$ cat src/rtl/array_l1_be_sweep.sv
// array_l1_be_sweep: byte-enable L1 storage array with invalidate sweep FSM; ARRAY_L1_REGOUT_EN registers the read port
module array_l1_be_sweep #(
    parameter int WIDTH = 256,
    parameter int DEPTH = 4,
    parameter int IDX_W = $clog2(DEPTH)
) (
    input  logic               clk,
    input  logic               rst,
    input  logic               write,
    input  logic [IDX_W-1:0]   index,
    input  logic [WIDTH/8-1:0] byte_en,
    input  logic [WIDTH-1:0]   datain,
    input  logic               inv_req,
    output logic [WIDTH-1:0]   dataout,
    output logic               valid_out,
    output logic               ready,
    output logic               inv_done
);
    localparam logic [1:0] IDLE = 2'd0, SWEEP = 2'd1, DONE = 2'd2;
    logic [1:0] state, next;
    logic [IDX_W-1:0] ptr;
    logic [WIDTH-1:0] data [DEPTH];
    logic [DEPTH-1:0] valid;
    assign ready = state == IDLE;
    assign inv_done = state == DONE;
    always_comb begin
        next = state == IDLE ? (inv_req ? SWEEP : IDLE) :
               state == SWEEP ? (ptr == IDX_W'(DEPTH - 1) ? DONE : SWEEP) : IDLE;
    end
    always_ff @(posedge clk or posedge rst) begin
        if (rst) begin
            state <= IDLE;
            ptr <= '0;
            valid <= '0;
            for (int e = 0; e < DEPTH; e++) data[e] <= '0;
        end else begin
            state <= next;
            if (state == SWEEP) begin
                ptr <= ptr + IDX_W'(1);
                data[ptr] <= '0;
                valid[ptr] <= 1'b0;
            end else if (ready) begin
                if (inv_req) ptr <= '0;
                if (write) begin
                    valid[index] <= 1'b1;
                    for (int b = 0; b < WIDTH / 8; b++)
                        if (byte_en[b]) data[index][8*b +: 8] <= datain[8*b +: 8];
                end
            end
        end
    end
`ifdef ARRAY_L1_REGOUT_EN
    always_ff @(posedge clk or posedge rst) begin
        if (rst) begin
            dataout <= '0;
            valid_out <= 1'b0;
        end else begin
            dataout <= data[index];
            valid_out <= valid[index];
        end
    end
`else
    assign dataout = data[index];
    assign valid_out = valid[index];
`endif
endmodule

$ cat config.mk
export PLATFORM = sky130hd
export DESIGN_NAME = array_l1_be_sweep
export DESIGN_NICKNAME = d
export VERILOG_FILES = /design/src/rtl/array_l1_be_sweep.sv
export SDC_FILE = /design/constraint.sdc
export NUM_CORES = 2
export LEC_CHECK = 0
export ABC_AREA = 1
export CORE_ASPECT_RATIO = 0.8
export CORE_MARGIN = 2
export CORE_UTILIZATION = 45
export DETAILED_ROUTE_END_ITERATION = 7
export PLACE_DENSITY = 0.75
export SLEW_MARGIN = 20
export SYNTH_ARGS = -nofsm -noshare
export SYNTH_HDL_FRONTEND = slang
export SYNTH_SLANG_ARGS = --single-unit
$ cat constraint.sdc
create_clock -name clk -period 80.2 [get_ports clk]
set_clock_uncertainty 0.05 [all_clocks]
set_input_delay 20.05 -clock clk [delete_from_list [all_inputs] [get_ports clk]]
set_output_delay 20.05 -clock clk [all_outputs]
set_load 0.02 [all_outputs]
==> results.tsv <==
stage	metric	value	unit
status	status	complete, no violations	
global_routing	antenna violations before repair	1	
routing	Vias/cell	5.89	
routing	routed len/inst	19.8	um
global_routing	first-pass GRT wire length	369	mm
cts	Reg clk slew, reported paths	60	ps
synthesis	Post-Syn Nets	10100	
global_routing	vias in the first global route	65300	
routing	TritonRoute pass-1 iters	6	
sta	Final period util	55.8	%
cts	clock sinks	1032	
critical_path	Worst Path Required	60100	ps
sta	max-slew violation count	0	
power_and_ir_drop	sw power	1.51	mW
sta	FMAX	22.3	MHz
critical_path	Worst path top cell family by delay	buffers and inverters	
placement	DP Area	69200	sq um
placement	routability-driven placement congestion ratio	0.912	
die	FP Rows	123	
die	die width	423	um
synthesis	mapped cell area	63300	sq um
routing	Initial DRC Count	9839	
routing	met1 wire length	91.5	mm
critical_path	crit end category	output pin	
power_and_ir_drop	Combinational Power Share	48.9	%
hold_path	Worst Hold Class	reg -> reg	
synthesis	Gate Count Post-Synth	9826	
cts	hold buffer count at cts	0	
layout	final design utilization	52.2	%
sta	unrepaired setup endpoints after global routing	false	
layout	Fill cells	13400	
placement	DP Worst Slack	35520	ps
placement	port bufs	552	
critical_path	crit path buf inv count	6	
routing	met3 WL	24.3	mm
global_routing	largest net degree at the start of global routing	236	
sta	Final Hold Viols	0	
sta	Slew headroom	18.4	%
die	Core Box Area	140000	sq um
critical_path	Critical Path Source Type	primary input	
power_and_ir_drop	PwrDens	40.2	nW/um^2
layout	layout cells sized above 1	3.09	%
synthesis	#FFs+latches synth	1032	
layout	fin cells	11900	
cts	H-tree Lvls	3	
routing	final antenna-violating net count	0	
cts	TritonCTS clock tree	done	
routing	via count	70000	
flow_run	number of max-cap violations	0	
die	total die area	144000	sq um
cts	Clock Tree Root	clkbuf_16	
cts	maximum root-to-sink buffer count	3	
sta	Min Hold Slack	456	ps
power_and_ir_drop	register share of total power	32.2	%
sta	worst-margin pin slew	1220	ps
critical_path	Max stage delay on crit path	960	ps
layout	layout net count	10200	
power_and_ir_drop	Clock Power Share	18.9	%
cts	setup bufs post-CTS	0	
cts	worst skew pair latency	730	ps
synthesis	total number of yosys warnings	0	
die	Initial Util	45.2	%
critical_path	Arr. time, crit path	24690	ps
die	DIE HEIGHT	339	um
power_and_ir_drop	cell internal pwr	1.43	mW
cts	CTS resizes	0	
critical_path	most frequent cell on the critical path	buf_4	
routing	top routing layer used	met4	
global_routing	grt ovf	0	
critical_path	crit-path max FO	88	
sta	Setup TNS Final	0	ps
cts	Num CTS Buffers	110	
critical_path	critical path's slowest cell	buf_4	
synthesis	sequential share of the synthesized area	40.8	%
power_and_ir_drop	Tot Pwr	2.94	mW
sta	min cycle time layout	44790	ps
power_and_ir_drop	peak supply drop	0.0000329	V
synthesis	Post-Syn Area per Cell	6.44	sq um
layout	fin area	73100	sq um
sta	setup slack after layout	35410	ps
routing	Post-Route WL	235	mm
power_and_ir_drop	switching part of the total	51.4	%
power_and_ir_drop	Leak	41.5	nW
critical_path	critical path class	in -> out	
sta	final setup vio count	0	
placement	dpl hpwl	143	mm
routing	met2 wire len	104	mm
routing	drt drc	0	
placement	dpl cells	11700	
layout	Area growth syn-to-layout	15.5	%
die	num ports	553	
global_routing	GRT Total Usage	31.5	%
synthesis	Netlist cell types	21	
critical_path	crit-path cells	clkdlybuf4s50_1 > inv_1 > nor2_4 > buf_4 > buf_4 > buf_4 > nand2_1 > nand4_1 > clkdlybuf4s50_1	
## synthesized netlist by cell type
cell type / instances / area [sq um]
dfrtp_1: 1032 / 25800
nand2_1: 5087 / 19100
nand3_1: 2180 / 10900
inv_1: 331 / 1240
a22o_1: 1 / 8.76
buf_4: 6 / 45.0
nand2_2: 1 / 6.26
ha_1: 4 / 50.1
clkinv_1: 5 / 18.8
inv_2: 5 / 18.8
buf_1: 50 / 188
clkbuf_1: 407 / 1530
nor2_1: 104 / 390
o21ai_0: 2 / 10.0
buf_2: 178 / 891
nor2_4: 1 / 11.3
nand4_1: 124 / 776
nor2_2: 33 / 206
a22oi_1: 267 / 2000
a21oi_1: 4 / 20.0
buf_6: 4 / 45.0
## logic make-up (layout without fill, tap and decap cells)
logic type | count (synthesis) | count (layout) | synth area share (%)
fa+ha+maj | 4 | 4 | 0.0791
simple gates | 7530 | 7530 | 49.6
buf+inv | 986 | 1163 | 6.28
flops | 1032 | 1032 | 40.8
other cells | 0 | 1 | 0
compound gates | 274 | 274 | 3.23
## per-layer routing
metal,up-vias,global-route usage [%]
li1,31900,-
met2,4380,47.9
met4,0,18.4
met5,-,0
met1,32900,42.0
met3,737,6.10
## registers in the layout, indices dropped and copies added (netlist names)
register,flops
state,2
valid,4
ptr,2
data,1024
## layout by cell type, fill, tap and decap left out
cell / instances
clkinvlp_4: 7
a22o_1: 1
inv_6: 1
nor2_2: 30
diode_2: 1
clkinv_2: 29
a22oi_1: 267
nand2_4: 6
ha_1: 4
bufinv_16: 14
a21oi_1: 4
nand2_8: 1
inv_8: 6
nand2_1: 5081
inv_1: 329
buf_4: 53
buf_6: 3
clkdlybuf4s50_1: 552
nand4_1: 124
clkbuf_1: 12
clkbuf_16: 111
inv_2: 4
nor2_4: 4
o21ai_0: 2
nor2_1: 104
clkinv_4: 1
clkinv_1: 2
dfrtp_1: 1032
nand3_1: 2180
inv_16: 2
clkbuf_8: 25
buf_12: 12
## layout make-up
cell class	count	area [sq um]	share of cell area (%)
Inverter	341	1330	1.81
Antenna cell	1	2.50	0.00342
Tap cell	1875	2350	3.21
Timing Repair Buffer	620	6200	8.48
Clock buffer	148	3170	4.33
Multi-Input combinational cell	7808	33600	45.9
Sequential cell	1032	25800	35.3
Clock inverter	54	676	0.924
## power by group through the flow
stage | logic (mW) | registers, mW | clock network (mW)
6_report | 1.44 | 0.947 | 0.556
5_1_grt | 1.55 | 0.969 | 0.583
4_1_cts | 1.41 | 0.938 | 0.562
3_5_place_dp | 1.41 | 0.942 | 0
3_3_place_gp | 1.37 | 0.937 | 0
2_1_floorplan | 0.933 | 0.872 | 0
## tightest hold or removal path, delay by kind of cell (launching register included)
family | cells | cell delay (ps)
DFF | 1 | 360
and+or+nand+nor | 2 | 120
## worst paths after layout
check                           from      endpoint  cells past startpoint  slack [ps]
max                         index[1]  dataout[109]                      9       35410
min                        data[705]     data[705]                      2         460
max reg2reg                 state[1]     data[688]                     11       74230
min reg2reg                data[705]     data[705]                      2         460
max in group asynchronous        rst     data[304]                      5       56980
min in group asynchronous        rst     data[674]                      2       19830
(Power assumes the default switching activity.)
